<file path="config.mk">
export PLATFORM = sky130hd
export DESIGN_NAME = sm3_msg_pad
export DESIGN_NICKNAME = d
export VERILOG_FILES = /design/src/rtl/sm3_pad_pkg.sv /design/src/rtl/sm3_pad_byte_ins.sv /design/src/rtl/sm3_msg_pad.sv
export SDC_FILE = /design/constraint.sdc
export NUM_CORES = 1
export LEC_CHECK = 0
export BUFFER_PORTS_ARGS = -buffer_cell sky130_fd_sc_hd__buf_2
export CAP_MARGIN = 40
export CORE_MARGIN = 3
export CORE_UTILIZATION = 50
export CTS_CLUSTER_DIAMETER = 80
export DETAILED_ROUTE_END_ITERATION = 6
export HOLD_SLACK_MARGIN = 0.02
export PLACE_DENSITY = 0.75
export SETUP_SLACK_MARGIN = 0.02
export SKIP_LAST_GASP = 1
export SLEW_MARGIN = 20
export SYNTH_ARGS = -nofsm -noshare
export SYNTH_HDL_FRONTEND = slang
export SYNTH_HIERARCHICAL = 1
export SYNTH_SLANG_ARGS = --single-unit
</file>
<file path="constraint.sdc">
create_clock -name clk_i -period 3.05 [get_ports clk_i]
set_input_delay 0.61 -clock clk_i [delete_from_list [all_inputs] [get_ports clk_i]]
set_output_delay 0.61 -clock clk_i [all_outputs]
set_load 0.01 [all_outputs]
</file>
<file path="src/rtl/sm3_pad_pkg.sv">
// ---------------------------------------------------------------------------
// sm3_pad_pkg
// Shared definitions for the SM3 message padder: widths, the padder state
// encoding, the legal valid-byte masks and two small mask helpers.
// ---------------------------------------------------------------------------
package sm3_pad_pkg;

    localparam int SM3_BLK_W     = 512;
    localparam int SM3_WORD_W    = 32;
    localparam int SM3_LEN_W     = 64;
    localparam int SM3_BLK_WORDS = SM3_BLK_W / SM3_WORD_W;

    // Valid-byte masks are contiguous from bit 3 (the first byte of the word).
    localparam logic [3:0] MASK_FULL = 4'b1111;
    localparam logic [3:0] MASK_3B   = 4'b1110;
    localparam logic [3:0] MASK_2B   = 4'b1100;
    localparam logic [3:0] MASK_1B   = 4'b1000;
    localparam logic [3:0] MASK_NONE = 4'b0000;

    typedef enum logic [1:0] {
        ST_ACC = 2'd0,
        ST_PAD = 2'd1,
        ST_OUT = 2'd2
    } pad_state_e;

    function automatic logic mask_is_legal(input logic [3:0] mask);
        logic legal;
        case (mask)
            MASK_FULL, MASK_3B, MASK_2B, MASK_1B, MASK_NONE: legal = 1'b1;
            default:                                         legal = 1'b0;
        endcase
        return legal;
    endfunction

    // Number of message bits carried by a word with the given mask.
    function automatic logic [SM3_LEN_W-1:0] mask_bit_len(input logic [3:0] mask);
        logic [SM3_LEN_W-1:0] bits;
        bits = '0;
        for (int i = 0; i < 4; i++) begin
            if (mask[i]) begin
                bits = bits + 64'd8;
            end
        end
        return bits;
    endfunction

endpackage

</file>
<file path="src/rtl/sm3_pad_byte_ins.sv">
// ---------------------------------------------------------------------------
// sm3_pad_byte_ins
// Combinational 0x80 insertion for the last word of a message.
//   word     : last message word, big-endian ([31:24] is the first byte)
//   mask     : legal valid-byte mask of that word
//   padded   : word with 0x80 in the first invalid byte, zeros below it
//   pad_pend : the word is full, so 0x80 must start the next slot instead
// ---------------------------------------------------------------------------
module sm3_pad_byte_ins
    import sm3_pad_pkg::*;
(
    input  logic [SM3_WORD_W-1:0] word,
    input  logic [3:0]            mask,
    output logic [SM3_WORD_W-1:0] padded,
    output logic                  pad_pend
);

    always_comb begin
        padded   = word;
        pad_pend = 1'b0;
        case (mask)
            MASK_FULL: pad_pend = 1'b1;
            MASK_3B:   padded   = {word[31:8], 8'h80};
            MASK_2B:   padded   = {word[31:16], 16'h8000};
            MASK_1B:   padded   = {word[31:24], 24'h80_0000};
            MASK_NONE: padded   = 32'h8000_0000;
            default:   padded   = word;
        endcase
    end

endmodule

</file>
<file path="src/rtl/sm3_msg_pad.sv">
// ---------------------------------------------------------------------------
// sm3_msg_pad
// SM3 message padder: collects 32-bit big-endian message words into a
// 16-word block buffer, appends 0x80, zero fill and the 64-bit bit length,
// and hands complete 512-bit blocks to the compression core.
//   clk_i, rst_ni                 : clock, asynchronous active-low reset
//   msg_d/msg_vld_byte/msg_vld/
//   msg_lst/msg_rdy               : message word stream in
//   blk_d/blk_vld/blk_lst/blk_rdy : padded block stream out (word 0 in MSBs)
//   err_o                         : one-cycle pulse when a word is rejected
// ---------------------------------------------------------------------------
module sm3_msg_pad
    import sm3_pad_pkg::*;
(
    input  logic                  clk_i,
    input  logic                  rst_ni,
    input  logic [SM3_WORD_W-1:0] msg_d,
    input  logic [3:0]            msg_vld_byte,
    input  logic                  msg_vld,
    input  logic                  msg_lst,
    output logic                  msg_rdy,
    output logic [SM3_BLK_W-1:0]  blk_d,
    output logic                  blk_vld,
    output logic                  blk_lst,
    input  logic                  blk_rdy,
    output logic                  err_o
);

    localparam logic [3:0] LAST_SLOT = 4'd15;

    pad_state_e                                 state;
    logic [3:0]                                 wcnt;
    logic [SM3_LEN_W-1:0]                       bit_cnt;
    logic [0:SM3_BLK_WORDS-1][SM3_WORD_W-1:0]   blk_buf;
    logic                                       lst_pend;
    logic                                       need_extra;
    logic                                       pad_pend;

    logic [SM3_WORD_W-1:0] ins_word;
    logic [SM3_WORD_W-1:0] pad_word;
    logic                  ins_pend;
    logic                  accept;
    logic                  bad_mask;
    logic                  tail_slot;

    sm3_pad_byte_ins u_byte_ins (
        .word     (msg_d),
        .mask     (msg_vld_byte),
        .padded   (ins_word),
        .pad_pend (ins_pend)
    );

    assign accept    = msg_vld & msg_rdy;
    // Non-last words may only be full or empty; anything else is dropped.
    assign bad_mask  = !mask_is_legal(msg_vld_byte) ||
                       (!msg_lst && (msg_vld_byte != MASK_FULL) && (msg_vld_byte != MASK_NONE));
    // Slots 14/15 hold the length, so a 0x80 landing there forces an extra block.
    assign tail_slot = (wcnt[3:1] == 3'b111);

    // need_extra marks a block that is only zero-filled; its length goes in the next one.
    always_comb begin
        pad_word = '0;
        if (pad_pend) begin
            pad_word = 32'h8000_0000;
        end else if (!need_extra && (wcnt == 4'd14)) begin
            pad_word = bit_cnt[63:32];
        end else if (!need_extra && (wcnt == LAST_SLOT)) begin
            pad_word = bit_cnt[31:0];
        end
    end

    assign blk_d   = blk_vld ? blk_buf : '0;
    assign blk_lst = blk_vld & lst_pend;

    always_ff @(posedge clk_i or negedge rst_ni) begin
        if (!rst_ni) begin
            state      <= ST_ACC;
            wcnt       <= '0;
            bit_cnt    <= '0;
            blk_buf    <= '0;
            lst_pend   <= 1'b0;
            need_extra <= 1'b0;
            pad_pend   <= 1'b0;
            msg_rdy    <= 1'b0;
            blk_vld    <= 1'b0;
            err_o      <= 1'b0;
        end else begin
            err_o <= 1'b0;
            case (state)
                ST_ACC: begin
                    msg_rdy <= 1'b1;
                    if (accept) begin
                        if (bad_mask) begin
                            err_o <= 1'b1;
                        end else if (!msg_lst) begin
                            if (msg_vld_byte == MASK_FULL) begin
                                blk_buf[wcnt] <= msg_d;
                                bit_cnt       <= bit_cnt + mask_bit_len(msg_vld_byte);
                                if (wcnt == LAST_SLOT) begin
                                    wcnt     <= '0;
                                    lst_pend <= 1'b0;
                                    blk_vld  <= 1'b1;
                                    msg_rdy  <= 1'b0;
                                    state    <= ST_OUT;
                                end else begin
                                    wcnt <= wcnt + 4'd1;
                                end
                            end
                        end else begin
                            // A full last word defers 0x80 to the next slot via pad_pend.
                            blk_buf[wcnt] <= ins_word;
                            bit_cnt       <= bit_cnt + mask_bit_len(msg_vld_byte);
                            pad_pend      <= ins_pend;
                            msg_rdy       <= 1'b0;
                            if (!ins_pend && tail_slot) begin
                                need_extra <= 1'b1;
                            end
                            if (wcnt == LAST_SLOT) begin
                                wcnt     <= '0;
                                lst_pend <= 1'b0;
                                blk_vld  <= 1'b1;
                                state    <= ST_OUT;
                            end else begin
                                wcnt  <= wcnt + 4'd1;
                                state <= ST_PAD;
                            end
                        end
                    end
                end

                ST_PAD: begin
                    blk_buf[wcnt] <= pad_word;
                    pad_pend      <= 1'b0;
                    if (pad_pend && tail_slot) begin
                        need_extra <= 1'b1;
                    end
                    if (wcnt == LAST_SLOT) begin
                        wcnt     <= '0;
                        lst_pend <= !(need_extra || pad_pend);
                        blk_vld  <= 1'b1;
                        state    <= ST_OUT;
                    end else begin
                        wcnt <= wcnt + 4'd1;
                    end
                end

                ST_OUT: begin
                    if (blk_rdy) begin
                        blk_vld <= 1'b0;
                        if (lst_pend) begin
                            bit_cnt    <= '0;
                            wcnt       <= '0;
                            lst_pend   <= 1'b0;
                            need_extra <= 1'b0;
                            pad_pend   <= 1'b0;
                            msg_rdy    <= 1'b1;
                            state      <= ST_ACC;
                        end else if (need_extra || pad_pend) begin
                            need_extra <= 1'b0;
                            state      <= ST_PAD;
                        end else begin
                            msg_rdy <= 1'b1;
                            state   <= ST_ACC;
                        end
                    end
                end

                default: begin
                    state <= ST_ACC;
                end
            endcase
        end
    end

endmodule

</file>
==> report_table.html, run 1 <==
<table>
<tr><th>Metric</th><th>Value</th></tr>
<tr><th colspan="2">Die</th></tr>
<tr><td>Vertical extent of the die</td><td>245.5 um</td></tr>
<tr><td>Row count</td><td>87</td></tr>
<tr><td>Die outline width</td><td>245.5 um</td></tr>
<tr><td>Floorplan core area</td><td>56600 sq um</td></tr>
<tr><td>Area of the die</td><td>60290 sq um</td></tr>
<tr><td>Effective utilization at floorplan</td><td>50.68%</td></tr>
<tr><td># IOs</td><td>557</td></tr>
<tr><th colspan="2">Cells and area</th></tr>
<tr><td>Layout filler cell count</td><td>4438</td></tr>
<tr><td>Number of nets in the layout</td><td>3059</td></tr>
<tr><td>Area growth from synthesis to layout</td><td>24.41%</td></tr>
<tr><td>Fraction of final layout cells with drive strength greater than 1</td><td>35.95%</td></tr>
<tr><td>Non-filler instance count after layout</td><td>3806</td></tr>
<tr><td>Commonest non-fill, non-tap cells in the layout</td><td>sky130_fd_sc_hd__dfrtp_1, sky130_fd_sc_hd__buf_2, sky130_fd_sc_hd__and2_1, sky130_fd_sc_hd__mux2_1, sky130_fd_sc_hd__mux2_2</td></tr>
<tr><td>Most common cell after layout, fill and taps aside</td><td>sky130_fd_sc_hd__dfrtp_1</td></tr>
<tr><td>Design Area, Final</td><td>35690 sq um</td></tr>
<tr><th colspan="2">Critical path</th></tr>
<tr><td>Data arrival, critical path</td><td>3450 ps</td></tr>
<tr><td>Largest fanout on the critical path</td><td>4</td></tr>
<tr><td>Data required time at the worst endpoint</td><td>3600 ps</td></tr>
<tr><td>Worst R2R Setup Slack</td><td>360 ps</td></tr>
<tr><td>Endpoint kind of the worst setup timing path</td><td>flop</td></tr>
<tr><td>Reg-to-reg startpoint</td><td>state[0]$_DFFE_PN0P_</td></tr>
<tr><td>Kind of start point of the critical path</td><td>primary input</td></tr>
<tr><td>Register-to-Register Path Depth</td><td>10</td></tr>
<tr><td>CP endpoint</td><td>bit_cnt[21]$_DFFE_PN0P_</td></tr>
<tr><td>Type of the worst setup path</td><td>primary input to flop</td></tr>
<tr><td>FF-to-FF End</td><td>bit_cnt[53]$_DFFE_PN0P_</td></tr>
<tr><td>Crit. Startpoint</td><td>msg_vld_byte[1]</td></tr>
<tr><th colspan="2">Logic synthesis</th></tr>
<tr><td>Synth Warn #</td><td>6</td></tr>
<tr><td>Fraction of the yosys area taken by sequential cells</td><td>51.03%</td></tr>
<tr><td>Synthesized cell area</td><td>28690 sq um</td></tr>
<tr><td>Number of enable flip-flop cells after synthesis</td><td>0</td></tr>
<tr><td>Cell type with the largest total area after synthesis</td><td>sky130_fd_sc_hd__dfrtp_1</td></tr>
<tr><td>Cell types occupying the most area after synthesis</td><td>sky130_fd_sc_hd__dfrtp_1, sky130_fd_sc_hd__mux2_1, sky130_fd_sc_hd__and2_1</td></tr>
<tr><td>Synth async-reset ratio</td><td>100.0%</td></tr>
<tr><td>Number of register bits inferred by synthesis</td><td>585</td></tr>
<tr><td>Total nets after synthesis</td><td>2476</td></tr>
<tr><td>Mapped Cells</td><td>2415</td></tr>
<tr><td>Synth top area share</td><td>51.03%</td></tr>
<tr><td>Per-instance average area after synthesis</td><td>11.88 sq um</td></tr>
<tr><td>Synth Flop Type</td><td>sky130_fd_sc_hd__dfrtp_1</td></tr>
<tr><td>Library cells used by synthesis</td><td>73</td></tr>
<tr><th colspan="2">Global route</th></tr>
<tr><td>Number of antenna violations at the first check in global routing</td><td>2</td></tr>
<tr><td>Largest net degree at the start of global routing</td><td>127</td></tr>
<tr><td>All-Layer GR Usage</td><td>29.16%</td></tr>
<tr><td>Global-route wire length before repair</td><td>135700 um</td></tr>
<tr><td>Vias in the first global route</td><td>22150</td></tr>
<tr><td>Final global-route overflow total</td><td>0</td></tr>
<tr><th colspan="2">STA</th></tr>
<tr><td>Setup Skew</td><td>23.01 ps</td></tr>
<tr><td>Setup repair after global routing missed its margin</td><td>yes</td></tr>
<tr><td>Min Tclk post-route</td><td>2902 ps</td></tr>
<tr><td>Final Max Tran Viols</td><td>0</td></tr>
<tr><td>Slew at the pin closest to its max-slew limit</td><td>782.0 ps</td></tr>
<tr><td>Final setup violation count</td><td>0</td></tr>
<tr><td>Fin. Hold Viols</td><td>0</td></tr>
<tr><td>Max-slew headroom at the worst pin</td><td>47.47%</td></tr>
<tr><td>Final hold slack</td><td>343.6 ps</td></tr>
<tr><td>Max Clock Freq</td><td>0.3446 GHz</td></tr>
<tr><td>Fraction of the cycle the final worst path needs</td><td>95.14%</td></tr>
<tr><th colspan="2">CTS</th></tr>
<tr><td>Clock tree from TritonCTS</td><td>done</td></tr>
<tr><td>CTS Buf Count</td><td>60</td></tr>
<tr><td>H-tree levels</td><td>2</td></tr>
<tr><td>Worst-Skew Late Latency</td><td>630 ps</td></tr>
<tr><td>CTS root buf</td><td>sky130_fd_sc_hd__clkbuf_16</td></tr>
<tr><td>Max clock buf depth</td><td>3</td></tr>
<tr><td>Clock-pin transition on the worst setup and hold timing paths</td><td>60 ps</td></tr>
<tr><td># Post-CTS Setup Buffers</td><td>0</td></tr>
<tr><td>Clock Sinks</td><td>585</td></tr>
<tr><th colspan="2">Detailed routing</th></tr>
<tr><td>Pre-Repair DR Iteration Count</td><td>5</td></tr>
<tr><td>Remaining antenna violation count after routing</td><td>0</td></tr>
<tr><td>Vias</td><td>21720</td></tr>
<tr><td>Drt via density</td><td>5.706</td></tr>
<tr><td>Total wire length</td><td>89310 um</td></tr>
<tr><td>Average routed wire per standard cell</td><td>23.47 um</td></tr>
<tr><td>Initial drt markers</td><td>1846</td></tr>
<tr><td>Number of DRC violations after detailed routing</td><td>0</td></tr>
<tr><th colspan="2">Power</th></tr>
<tr><td>IR Drop Worst-Case VDD</td><td>0.0005685 V</td></tr>
<tr><td>Reported leakage power</td><td>18.41 nW</td></tr>
<tr><td>Sum of internal, switching and leakage power</td><td>29.58 mW</td></tr>
<tr><td>Power density normalized to cell area</td><td>828.8 nW/um^2</td></tr>
<tr><th colspan="2">Place</th></tr>
<tr><td>Final HPWL from detailed placement</td><td>63950 um</td></tr>
<tr><td>Number of placed instances, taps included</td><td>3689</td></tr>
<tr><td>Buffers on Ports</td><td>556</td></tr>
<tr><td>Placed instance area</td><td>33510 sq um</td></tr>
<tr><td>Routability congestion estimate</td><td>0.9074</td></tr>
<tr><th colspan="2">Job</th></tr>
<tr><td>Total of max-cap violations</td><td>0</td></tr>
<tr><th colspan="2">Status</th></tr>
<tr><td>Run status</td><td>finished, final reports clean</td></tr>
<tr><th colspan="2">Hold path</th></tr>
<tr><td>HP Class</td><td>primary input to flop</td></tr>
</table>
## layer usage
metal	GRT usage (%)	vias up	part of all wire (%)
met5	0	-	0
met3	4.721	180	6.6
met2	48.83	843	49
li1	-	9555	-
met4	9.934	0	3.8
met1	38.72	11140	41
## synth_stat cells (8+ instances only)
library cell / count
sky130_fd_sc_hd__a21oi_1: 50
sky130_fd_sc_hd__a22oi_1: 29
sky130_fd_sc_hd__and2_1: 522
sky130_fd_sc_hd__and3_1: 17
sky130_fd_sc_hd__and4_1: 8
sky130_fd_sc_hd__buf_2: 35
sky130_fd_sc_hd__buf_4: 25
sky130_fd_sc_hd__buf_6: 19
sky130_fd_sc_hd__clkbuf_1: 125
sky130_fd_sc_hd__dfrtp_1: 585
sky130_fd_sc_hd__ha_1: 19
sky130_fd_sc_hd__inv_1: 20
sky130_fd_sc_hd__mux2_1: 318
sky130_fd_sc_hd__mux2_2: 197
sky130_fd_sc_hd__mux2i_1: 35
sky130_fd_sc_hd__nand2_1: 54
sky130_fd_sc_hd__nand3_1: 45
sky130_fd_sc_hd__nand4_1: 25
sky130_fd_sc_hd__nor2_1: 25
sky130_fd_sc_hd__nor2b_1: 23
sky130_fd_sc_hd__nor3_1: 13
sky130_fd_sc_hd__nor4_1: 9
sky130_fd_sc_hd__o21ai_0: 16
sky130_fd_sc_hd__o22ai_1: 29
sky130_fd_sc_hd__o31ai_1: 34
sky130_fd_sc_hd__o41ai_1: 10
sky130_fd_sc_hd__or4_1: 37
## metrics by stage
| step | setup TNS, ps | setup WS, ps | utilization [%] |
|---|---|---|---|
| final | 0 | 148.2 | 63.05 |
| after global routing | 0 | 20.34 | 63.05 |
| after CTS | 0 | 185.2 | 62.99 |
| after detailed placement | -48750 | -462.7 | 59.21 |
| after global placement | -30490 | -447.3 | 58.88 |
| after floorplan | -353.7 | -95.85 | - |
## sequential cells by signal, indices dropped and copies added, names as in the netlist, 2 cells and up
register / flops
blk_buf: 512
wcnt: 4
bit_cnt: 61
state: 2
## layout make-up
cell class / count / area [sq um] / share of cell area [%]
clock inverters: 28 / 365.4 / 1.024
repair buffers: 726 / 4681 / 13.11
well taps: 756 / 945.9 / 2.650
clock buffers: 85 / 1767 / 4.950
diodes: 1 / 2.502 / 0.007011
inverters: 20 / 90.09 / 0.2524
flip-flops and latches: 585 / 14640 / 41.03
multi-input cells: 1605 / 13200 / 36.98
## worst max-delay path: stages
cell                       delay (ps)
sky130_fd_sc_hd__buf_2            180
sky130_fd_sc_hd__inv_12            40
sky130_fd_sc_hd__ha_4             270
sky130_fd_sc_hd__xor2_2           150
sky130_fd_sc_hd__buf_4            130
sky130_fd_sc_hd__xor2_1           150
sky130_fd_sc_hd__ha_1             180
sky130_fd_sc_hd__inv_1             70
sky130_fd_sc_hd__fa_2             340
sky130_fd_sc_hd__nand3b_1         240
sky130_fd_sc_hd__a211oi_1         270
sky130_fd_sc_hd__buf_4            170
sky130_fd_sc_hd__nand4_1          130
sky130_fd_sc_hd__or4_1            440
sky130_fd_sc_hd__nand3_1          100
## what timing repair did
item | in CTS | in global routing
endpoints found under the setup margin | 0 | 5
gates resized for setup | 0 | 2
hold buffers | 1 | 0
endpoints found under the hold margin | 36 | 0
## report_power, final
part	internal (mW)	switching, mW	leakage [nW]
Sequential	10.3	1.37	7.74
Clock	4.64	3.20	1.05
Combinational	4.33	5.77	9.62
## kinds of logic (layout without fill, tap and decap cells)
kind of cell	Yosys count	after routing	share of synthesized area, %
and+or+nand+nor	819	819	17.48
DFF	585	585	51.03
muxes	550	550	21.44
buffers and inverters	225	859	3.921
AOI/OAI and AO/OA	210	210	5.068
adders and majority gates	20	20	0.8984
xor gates and xnor gates	5	5	0.1526
other	1	2	0.01307
## worst min path at each step
| stage | from | end | slack (ps) | depth (start not counted) |
|---|---|---|---|---|
| 6_report | blk_rdy | need_extra$_DFFE_PN0P_ | 340 | 3 |
| 5_1_grt | blk_rdy | need_extra$_DFFE_PN0P_ | 320 | 3 |
| 4_1_cts | blk_rdy | need_extra$_DFFE_PN0P_ | 300 | 3 |
| 3_5_place_dp | blk_buf[54]$_DFFE_PN0P_ | blk_buf[54]$_DFFE_PN0P_ | 470 | 1 |
| 3_3_place_gp | blk_buf[169]$_DFFE_PN0P_ | blk_buf[169]$_DFFE_PN0P_ | 460 | 1 |
| 2_1_floorplan | rst_ni | bit_cnt[10]$_DFFE_PN0P_ | 310 | 0 |
(Power assumes the default switching activity.)
==> run 2: changes to the inputs <==
Settings changed: GPL_TIMING_DRIVEN set to 0.
==> report_table.html, run 2 (same netlist as run 1, synthesis figures left out) <==
<table>
<tr><th>Metric</th><th>Value</th></tr>
<tr><th colspan="2">Detailed routing</th></tr>
<tr><td>Average routed wire per standard cell</td><td>26.03 um (was 23.47 um)</td></tr>
<tr><td>Total wire length</td><td>101000 um (was 89310 um)</td></tr>
<tr><td>Initial drt markers</td><td>1818 (was 1846)</td></tr>
<tr><td>Pre-Repair DR Iteration Count</td><td>6 (was 5)</td></tr>
<tr><td>Number of DRC violations after detailed routing</td><td>0 (unchanged)</td></tr>
<tr><td>Remaining antenna violation count after routing</td><td>0 (unchanged)</td></tr>
<tr><td>Drt via density</td><td>5.744 (was 5.706)</td></tr>
<tr><td>Vias</td><td>22290 (was 21720)</td></tr>
<tr><th colspan="2">Die</th></tr>
<tr><td>Row count</td><td>87 (unchanged)</td></tr>
<tr><td>Effective utilization at floorplan</td><td>50.68% (unchanged)</td></tr>
<tr><td>Vertical extent of the die</td><td>245.5 um (unchanged)</td></tr>
<tr><td>Floorplan core area</td><td>56600 sq um (unchanged)</td></tr>
<tr><td># IOs</td><td>557 (unchanged)</td></tr>
<tr><td>Area of the die</td><td>60290 sq um (unchanged)</td></tr>
<tr><td>Die outline width</td><td>245.5 um (unchanged)</td></tr>
<tr><th colspan="2">Critical path</th></tr>
<tr><td>Largest fanout on the critical path</td><td>5 (was 4)</td></tr>
<tr><td>Largest incremental delay on the critical path</td><td>400 ps (was 440 ps)</td></tr>
<tr><td>Endpoint kind of the worst setup timing path</td><td>flop (unchanged)</td></tr>
<tr><td>FF-to-FF End</td><td>blk_buf[394]$_DFFE_PN0P_ (was bit_cnt[53]$_DFFE_PN0P_)</td></tr>
<tr><td>CP cell instances</td><td>buf_16 -&gt; inv_12 -&gt; ha_4 -&gt; xor2_2 -&gt; xor2_1 -&gt; ha_2 -&gt; inv_2 -&gt; fa_2 -&gt; nand3b_1 -&gt; nand2_4 -&gt; nand4_1 -&gt; buf_4 -&gt; or4_1 -&gt; a21oi_1 (was buf_2 -&gt; inv_12 -&gt; ha_4 -&gt; xor2_2 -&gt; buf_4 -&gt; xor2_1 -&gt; ha_1 -&gt; inv_1 -&gt; fa_2 -&gt; nand3b_1 -&gt; a211oi_1 -&gt; buf_4 -&gt; nand4_1 -&gt; or4_1 -&gt; nand3_1)</td></tr>
<tr><td>Data arrival, critical path</td><td>3540 ps (was 3450 ps)</td></tr>
<tr><td>Reg-to-reg startpoint</td><td>wcnt[1]$_DFFE_PN0P_ (was state[0]$_DFFE_PN0P_)</td></tr>
<tr><td>CP top delay family</td><td>simple AND/OR/NAND/NOR gates (unchanged)</td></tr>
<tr><td>Worst R2R Setup Slack</td><td>140 ps (was 360 ps)</td></tr>
<tr><td>Type of the worst setup path</td><td>primary input to flop (unchanged)</td></tr>
<tr><td>Register-to-Register Path Depth</td><td>10 (unchanged)</td></tr>
<tr><td>Worst path slowest cell</td><td>sky130_fd_sc_hd__or4_1 (unchanged)</td></tr>
<tr><td>Kind of start point of the critical path</td><td>primary input (unchanged)</td></tr>
<tr><td>Combined buffer and inverter count along the critical path</td><td>4 (was 5)</td></tr>
<tr><td>Data required time at the worst endpoint</td><td>3600 ps (about the same)</td></tr>
<tr><th colspan="2">Cells and area</th></tr>
<tr><td>Flip-flop count of the largest register, all copies and words added</td><td>512 (unchanged)</td></tr>
<tr><td>Area of combinational cells with multiple inputs</td><td>13310 sq um (was 13200 sq um)</td></tr>
<tr><td>Most common cell after layout, fill and taps aside</td><td>sky130_fd_sc_hd__buf_2 (was sky130_fd_sc_hd__dfrtp_1)</td></tr>
<tr><td>Area growth from synthesis to layout</td><td>24.16% (was 24.41%)</td></tr>
<tr><td>Largest register by flop count</td><td>blk_buf (unchanged)</td></tr>
<tr><td>Design Area, Final</td><td>35620 sq um (was 35690 sq um)</td></tr>
<tr><td>Number of nets in the layout</td><td>3130 (was 3059)</td></tr>
<tr><td>Sequential standard cell area</td><td>14640 sq um (about the same)</td></tr>
<tr><td>Post-Route Utilization</td><td>62.93% (was 63.05%)</td></tr>
<tr><td>Fraction of final layout cells with drive strength greater than 1</td><td>35.49% (was 35.95%)</td></tr>
<tr><td>Layout filler cell count</td><td>4502 (was 4438)</td></tr>
<tr><td>Commonest non-fill, non-tap cells in the layout</td><td>sky130_fd_sc_hd__buf_2, sky130_fd_sc_hd__dfrtp_1, sky130_fd_sc_hd__and2_1, sky130_fd_sc_hd__mux2_1, sky130_fd_sc_hd__mux2_2 (was sky130_fd_sc_hd__dfrtp_1, sky130_fd_sc_hd__buf_2, sky130_fd_sc_hd__and2_1, sky130_fd_sc_hd__mux2_1, sky130_fd_sc_hd__mux2_2)</td></tr>
<tr><td>Largest registers</td><td>blk_buf (512), bit_cnt (61), wcnt (4) (unchanged)</td></tr>
<tr><th colspan="2">Status</th></tr>
<tr><td>Run status</td><td>finished, final reports clean (unchanged)</td></tr>
<tr><th colspan="2">CTS</th></tr>
<tr><td>Clock tree from TritonCTS</td><td>done (unchanged)</td></tr>
<tr><td>CTS root buf</td><td>sky130_fd_sc_hd__clkbuf_16 (unchanged)</td></tr>
<tr><td>Clock Sinks</td><td>585 (unchanged)</td></tr>
<tr><td>Max clock buf depth</td><td>3 (unchanged)</td></tr>
<tr><td>H-tree levels</td><td>2 (unchanged)</td></tr>
<tr><td>Worst-Skew Late Latency</td><td>650 ps (was 630 ps)</td></tr>
<tr><td>CTS Buf Count</td><td>61 (was 60)</td></tr>
<tr><td>Clock-pin transition on the worst setup and hold timing paths</td><td>60 ps (about the same)</td></tr>
<tr><th colspan="2">Hold path</th></tr>
<tr><td>Destination of the worst hold path</td><td>need_extra$_DFFE_PN0P_ (unchanged)</td></tr>
<tr><td>HP Class</td><td>primary input to flop (unchanged)</td></tr>
<tr><td>Worst min-delay path startpoint</td><td>blk_rdy (unchanged)</td></tr>
<tr><td>Depth of the worst hold-timing path</td><td>3 (unchanged)</td></tr>
<tr><th colspan="2">Global route</th></tr>
<tr><td>All-Layer GR Usage</td><td>32.80% (was 29.16%)</td></tr>
<tr><td>Vias in the first global route</td><td>22690 (was 22150)</td></tr>
<tr><td>GR Util met2</td><td>54.40% (was 48.83%)</td></tr>
<tr><td>Met3 Usage GRT</td><td>5.190% (was 4.721%)</td></tr>
<tr><td>Largest net degree at the start of global routing</td><td>99 (was 127)</td></tr>
<tr><td>Global-route wire length before repair</td><td>147800 um (was 135700 um)</td></tr>
<tr><td>Number of antenna violations at the first check in global routing</td><td>8 (was 2)</td></tr>
<tr><td>Final global-route overflow total</td><td>0 (unchanged)</td></tr>
<tr><td>M1 GR Usage</td><td>43.60% (was 38.72%)</td></tr>
<tr><td>Busiest layer in global routing</td><td>met2 (unchanged)</td></tr>
<tr><th colspan="2">STA</th></tr>
<tr><td>Max Clock Freq</td><td>0.3338 GHz (was 0.3446 GHz)</td></tr>
<tr><td>Total negative slack</td><td>0 ps (unchanged)</td></tr>
<tr><td>Final Max Tran Viols</td><td>0 (unchanged)</td></tr>
<tr><td>Final setup violation count</td><td>0 (unchanged)</td></tr>
<tr><td>Setup repair after global routing missed its margin</td><td>yes (unchanged)</td></tr>
<tr><td>Setup Skew</td><td>38.39 ps (was 23.01 ps)</td></tr>
<tr><td>Min Tclk post-route</td><td>2996 ps (was 2902 ps)</td></tr>
<tr><td>Fin. Hold Viols</td><td>0 (unchanged)</td></tr>
<tr><td>Max-slew headroom at the worst pin</td><td>40.97% (was 47.47%)</td></tr>
<tr><td>Setup slack after layout</td><td>53.81 ps (was 148.2 ps)</td></tr>
<tr><td>Slew at the pin closest to its max-slew limit</td><td>885.5 ps (was 782.0 ps)</td></tr>
<tr><td>Fraction of the cycle the final worst path needs</td><td>98.24% (was 95.14%)</td></tr>
<tr><th colspan="2">Job</th></tr>
<tr><td>Total of max-cap violations</td><td>0 (unchanged)</td></tr>
<tr><th colspan="2">Place</th></tr>
<tr><td>Routability congestion estimate</td><td>0.9811 (was 0.9074)</td></tr>
<tr><td>Buffers on Ports</td><td>555 (was 556)</td></tr>
<tr><td>Minimum setup slack after placement</td><td>-1096 ps (was -462.7 ps)</td></tr>
<tr><td>Final HPWL from detailed placement</td><td>76190 um (was 63950 um)</td></tr>
<tr><td>Placed instance area</td><td>32820 sq um (was 33510 sq um)</td></tr>
<tr><th colspan="2">Power</th></tr>
<tr><td>Reported leakage power</td><td>18.39 nW (was 18.41 nW)</td></tr>
<tr><td>Power density normalized to cell area</td><td>846.2 nW/um^2 (was 828.8 nW/um^2)</td></tr>
<tr><td>IR Drop Worst-Case VDD</td><td>0.0005744 V (was 0.0005685 V)</td></tr>
</table>
-- run 2: changes by cell type in the layout (fill, tap and decap cells not counted), sizes merged --
cell,before,now
clkinv,15,14
nand2,54,55
diode,1,2
clkinvlp,3,4
bufinv,7,6
buf,725,677
inv,23,22
clkbuf,85,207
-- run 2: area by class of cell --
type                            instances  area share, %
Clock inverter                         26         0.9484
Antenna cell                            2        0.01405
Tap cell                              756          2.656
Clock buffer                           90          4.984
Multi-Input combinational cell       1606          37.37
Inverter                               20         0.2529
Buffer                                197          3.260
Timing Repair Buffer                  598          9.421
Sequential cell                       585          41.10
-- run 2: worst reg2reg max path, stage by stage (launching register included) --
cell	delay, ps
sky130_fd_sc_hd__dfrtp_1	430
sky130_fd_sc_hd__ha_2	280
sky130_fd_sc_hd__nand3_1	260
sky130_fd_sc_hd__nor3_2	270
sky130_fd_sc_hd__buf_4	240
sky130_fd_sc_hd__buf_2	230
sky130_fd_sc_hd__a22oi_1	100
sky130_fd_sc_hd__o22ai_1	250
sky130_fd_sc_hd__buf_2	290
sky130_fd_sc_hd__clkbuf_4	290
sky130_fd_sc_hd__mux2_2	190
-- run 2: what timing repair did --
action	CTS	global route
gates resized for setup	97	59
gates cloned	1	2
pin swaps	4	7
hold endpoints to repair	40	0
endpoints found under the setup margin	858	349
hold buffers	1	0
setup buffers	11	9
-- run 2: how the worst max path moves through the flow --
| stage | slack [ps] | start | end | cells past startpoint |
|---|---|---|---|---|
| 6_report | 50 | msg_vld_byte[1] | bit_cnt[45]$_DFFE_PN0P_ | 14 |
| 5_1_grt | -10 | msg_vld_byte[2] | bit_cnt[48]$_DFFE_PN0P_ | 14 |
| 4_1_cts | -80 | wcnt[0]$_DFFE_PN0P_ | blk_buf[309]$_DFFE_PN0P_ | 9 |
| 3_5_place_dp | -1100 | msg_vld_byte[1] | bit_cnt[57]$_DFFE_PN0P_ | 15 |
| 3_3_place_gp | -10470 | rst_ni | blk_buf[184]$_DFFE_PN0P_ | 1 |
| 2_1_floorplan | -100 | msg_vld_byte[1] | bit_cnt[57]$_DFFE_PN0P_ | 14 |
-- run 2: metal layers --
| metal | wire, um | part of all wire (%) |
|---|---|---|
| met1 | 41720 | 41 |
| met4 | 4363 | 4.3 |
| met2 | 48010 | 48 |
| met5 | 39 | 0.039 |
| met3 | 6863 | 6.8 |
-- run 2: report_power, final --
group / internal, mW / leakage, nW / switching [mW]
registers: 10.3 / 7.74 / 1.34
logic: 4.22 / 9.62 / 6.51
clock network: 4.55 / 1.03 / 3.25
-- run 2: per-stage QoR --
stage                     hold slack, ps  power [mW]  std cells
after global routing               339.5       31.58       3878
after detailed placement           466.8       21.96       3745
after CTS                          294.9       30.05       3867
final                              334.5       30.14       3880
after global placement             459.1       21.38       3726
after floorplan                    314.4       17.03       2415
==> run 3: changes to the inputs <==
Settings changed: PLACE_DENSITY 0.75 to 0.73, SETUP_SLACK_MARGIN 0.02 to 0.5.
==> report_table.html, run 3 (same netlist as run 1, synthesis figures left out) <==
<table>
<tr><th>Metric</th><th>Value</th></tr>
<tr><th colspan="2">Status</th></tr>
<tr><td>Run status</td><td>finished, final reports clean (unchanged)</td></tr>
<tr><th colspan="2">STA</th></tr>
<tr><td>Min Tclk post-route</td><td>2888 ps (was 2996 ps)</td></tr>
<tr><td>Setup Skew</td><td>23.39 ps (was 38.39 ps)</td></tr>
<tr><td>Final setup violation count</td><td>0 (unchanged)</td></tr>
<tr><td>Final Max Tran Viols</td><td>0 (unchanged)</td></tr>
<tr><td>Max-slew headroom at the worst pin</td><td>49.29% (was 40.97%)</td></tr>
<tr><td>Fin. Hold Viols</td><td>0 (unchanged)</td></tr>
<tr><td>Total negative slack</td><td>0 ps (unchanged)</td></tr>
<tr><td>Max Clock Freq</td><td>0.3463 GHz (was 0.3338 GHz)</td></tr>
<tr><td>Slew at the pin closest to its max-slew limit</td><td>757.1 ps (was 885.5 ps)</td></tr>
<tr><td>Fraction of the cycle the final worst path needs</td><td>94.68% (was 98.24%)</td></tr>
<tr><td>Final hold slack</td><td>338.8 ps (was 334.5 ps)</td></tr>
<tr><td>Setup repair after global routing missed its margin</td><td>yes (unchanged)</td></tr>
<tr><th colspan="2">Critical path</th></tr>
<tr><td>Largest fanout on the critical path</td><td>4 (was 5)</td></tr>
<tr><td>Data required time at the worst endpoint</td><td>3620 ps (was 3600 ps)</td></tr>
<tr><td>Largest incremental delay on the critical path</td><td>440 ps (was 400 ps)</td></tr>
<tr><td>Type of the worst setup path</td><td>primary input to flop (unchanged)</td></tr>
<tr><td>Endpoint kind of the worst setup timing path</td><td>flop (unchanged)</td></tr>
<tr><td>Data arrival, critical path</td><td>3450 ps (was 3540 ps)</td></tr>
<tr><td>Kind of start point of the critical path</td><td>primary input (unchanged)</td></tr>
<tr><td>CP cell instances</td><td>buf_12 -&gt; inv_12 -&gt; ha_4 -&gt; xor2_2 -&gt; ha_1 -&gt; nand2_1 -&gt; o21ai_2 -&gt; inv_1 -&gt; fa_2 -&gt; nand3b_1 -&gt; buf_6 -&gt; a211oi_4 -&gt; nand4_1 -&gt; or4_1 -&gt; nand3_2 (was buf_16 -&gt; inv_12 -&gt; ha_4 -&gt; xor2_2 -&gt; xor2_1 -&gt; ha_2 -&gt; inv_2 -&gt; fa_2 -&gt; nand3b_1 -&gt; nand2_4 -&gt; nand4_1 -&gt; buf_4 -&gt; or4_1 -&gt; a21oi_1)</td></tr>
<tr><td>Worst path slowest cell</td><td>sky130_fd_sc_hd__or4_1 (unchanged)</td></tr>
<tr><th colspan="2">Hold path</th></tr>
<tr><td>HP Class</td><td>primary input to flop (unchanged)</td></tr>
<tr><th colspan="2">Cells and area</th></tr>
<tr><td>Number of nets in the layout</td><td>3219 (was 3130)</td></tr>
<tr><td>Most common cell after layout, fill and taps aside</td><td>sky130_fd_sc_hd__dfrtp_1 (was sky130_fd_sc_hd__buf_2)</td></tr>
<tr><td>Non-filler instance count after layout</td><td>3967 (was 3880)</td></tr>
<tr><td>Fraction of final layout cells with drive strength greater than 1</td><td>45.62% (was 35.49%)</td></tr>
<tr><td>Largest register by flop count</td><td>blk_buf (unchanged)</td></tr>
<tr><td>Flip-flop count of the largest register, all copies and words added</td><td>512 (unchanged)</td></tr>
<tr><td>Commonest non-fill, non-tap cells in the layout</td><td>sky130_fd_sc_hd__dfrtp_1, sky130_fd_sc_hd__buf_2, sky130_fd_sc_hd__and2_1, sky130_fd_sc_hd__mux2_1, sky130_fd_sc_hd__buf_6 (was sky130_fd_sc_hd__buf_2, sky130_fd_sc_hd__dfrtp_1, sky130_fd_sc_hd__and2_1, sky130_fd_sc_hd__mux2_1, sky130_fd_sc_hd__mux2_2)</td></tr>
<tr><td>Post-Route Utilization</td><td>69.26% (was 62.93%)</td></tr>
<tr><td>Area growth from synthesis to layout</td><td>36.66% (was 24.16%)</td></tr>
<tr><td>Largest registers</td><td>blk_buf (512), bit_cnt (61), wcnt (4) (unchanged)</td></tr>
<tr><th colspan="2">Global route</th></tr>
<tr><td>Largest net degree at the start of global routing</td><td>102 (was 99)</td></tr>
<tr><td>Number of antenna violations at the first check in global routing</td><td>11 (was 8)</td></tr>
<tr><td>Global-route wire length before repair</td><td>157400 um (was 147800 um)</td></tr>
<tr><td>Final global-route overflow total</td><td>0 (unchanged)</td></tr>
<tr><td>All-Layer GR Usage</td><td>35.22% (was 32.80%)</td></tr>
<tr><td>Vias in the first global route</td><td>23680 (was 22690)</td></tr>
<tr><th colspan="2">Place</th></tr>
<tr><td>Final HPWL from detailed placement</td><td>76980 um (was 76190 um)</td></tr>
<tr><td>Number of placed instances, taps included</td><td>3752 (was 3745)</td></tr>
<tr><td>Routability congestion estimate</td><td>0.9994 (was 0.9811)</td></tr>
<tr><td>Buffers on Ports</td><td>555 (unchanged)</td></tr>
<tr><th colspan="2">Detailed routing</th></tr>
<tr><td>Pre-Repair DR Iteration Count</td><td>7 (was 6)</td></tr>
<tr><td>Number of DRC violations after detailed routing</td><td>0 (unchanged)</td></tr>
<tr><td>Initial drt markers</td><td>2239 (was 1818)</td></tr>
<tr><td>Drt via density</td><td>5.947 (was 5.744)</td></tr>
<tr><td>Remaining antenna violation count after routing</td><td>0 (unchanged)</td></tr>
<tr><td>Total wire length</td><td>109400 um (was 101000 um)</td></tr>
<tr><td>Average routed wire per standard cell</td><td>27.57 um (was 26.03 um)</td></tr>
<tr><td>Vias</td><td>23590 (was 22290)</td></tr>
<tr><th colspan="2">CTS</th></tr>
<tr><td>H-tree levels</td><td>2 (unchanged)</td></tr>
<tr><td>CTS root buf</td><td>sky130_fd_sc_hd__clkbuf_16 (unchanged)</td></tr>
<tr><td>Max clock buf depth</td><td>3 (unchanged)</td></tr>
<tr><td>Worst-Skew Late Latency</td><td>650 ps (about the same)</td></tr>
<tr><td>Clock-pin transition on the worst setup and hold timing paths</td><td>60 ps (about the same)</td></tr>
<tr><td>CTS Buf Count</td><td>60 (was 61)</td></tr>
<tr><td>Clock Sinks</td><td>585 (unchanged)</td></tr>
<tr><td>Clock tree from TritonCTS</td><td>done (unchanged)</td></tr>
<tr><th colspan="2">Die</th></tr>
<tr><td># IOs</td><td>557 (unchanged)</td></tr>
<tr><td>Effective utilization at floorplan</td><td>50.68% (unchanged)</td></tr>
<tr><td>Vertical extent of the die</td><td>245.5 um (unchanged)</td></tr>
<tr><td>Row count</td><td>87 (unchanged)</td></tr>
<tr><td>Floorplan core area</td><td>56600 sq um (unchanged)</td></tr>
<tr><td>Area of the die</td><td>60290 sq um (unchanged)</td></tr>
<tr><td>Die outline width</td><td>245.5 um (unchanged)</td></tr>
<tr><th colspan="2">Power</th></tr>
<tr><td>Power density normalized to cell area</td><td>860.7 nW/um^2 (was 846.2 nW/um^2)</td></tr>
<tr><td>Sum of internal, switching and leakage power</td><td>33.74 mW (was 30.14 mW)</td></tr>
<tr><td>IR Drop Worst-Case VDD</td><td>0.0005522 V (was 0.0005744 V)</td></tr>
<tr><td>Reported leakage power</td><td>19.74 nW (was 18.39 nW)</td></tr>
<tr><th colspan="2">Job</th></tr>
<tr><td>Total of max-cap violations</td><td>0 (unchanged)</td></tr>
</table>
-- run 3: changes by cell type in the layout (fill, tap and decap cells not counted), sizes merged, moves of 2 or more --
cell and change:
clkinvlp -4, diode +2, inv +2, clkinv +3, clkbuf +22, buf +63
-- run 3: critical path, delay by kind of cell --
family          cells  cell delay (ps)
simple gates        5             1010
fa+ha+maj           3              890
buf+inv             4              390
compound gates      2              390
xor+xnor            1              150
-- run 3: area by class of cell --
type	instances	area [sq um]
fillers	3997	17400
flip-flops and latches	585	14640
multi-input cells	1605	14100
repair buffers	681	5350
plain buffers	205	1961
clock buffers	84	1773
well taps	756	945.9
clock inverters	27	329.1
inverters	20	95.09
diodes	4	10.01
-- run 3: metrics by stage --
stage	setup WS (ps)	instance area, sq um
3_5_place_dp	-1159	33010
2_1_floorplan	-87.38	28830
4_1_cts	228.6	38350
5_1_grt	85.60	39200
3_3_place_gp	-10420	32550
6_report	162.3	39210
-- run 3: repair_timing --
item	4_1_cts	5_1_grt
setup endpoints to repair	1080	1027
setup buffers	35	26
hold buffers	1	0
endpoints found under the hold margin	27	0
cloned	31	4
pin swaps	19	39
resized for setup	649	203
-- run 3: per-layer routing --
layer | share of wire (%) | vias to the layer above | GRT usage (%) | wire length (um)
met2 | 47 | 1206 | 56.90 | 51670
met5 | 0.027 | - | 0 | 30
met3 | 8.7 | 289 | 7.153 | 9464
met1 | 39 | 12160 | 45.63 | 42140
met4 | 5.6 | 4 | 16.72 | 6084
li1 | - | 9935 | - | -
-- run 3: worst paths after layout --
kind,cells past startpoint,startpoint,slack (ps),to
max,15,msg_vld_byte[1],160,bit_cnt[21]$_DFFE_PN0P_
max reg2reg,9,wcnt[1]$_DFFE_PN0P_,410,blk_buf[292]$_DFFE_PN0P_
max in group asynchronous,5,rst_ni,800,wcnt[0]$_DFFE_PN0P_
min reg2reg,1,blk_buf[50]$_DFFE_PN0P_,480,blk_buf[50]$_DFFE_PN0P_
min in group asynchronous,2,rst_ni,420,blk_buf[173]$_DFFE_PN0P_
min,3,blk_rdy,340,need_extra$_DFFE_PN0P_
-- run 3: power by group --
group / switching [mW] / internal, mW
logic: 7.50 / 6.61
clock network: 3.24 / 4.57
registers: 1.53 / 10.3
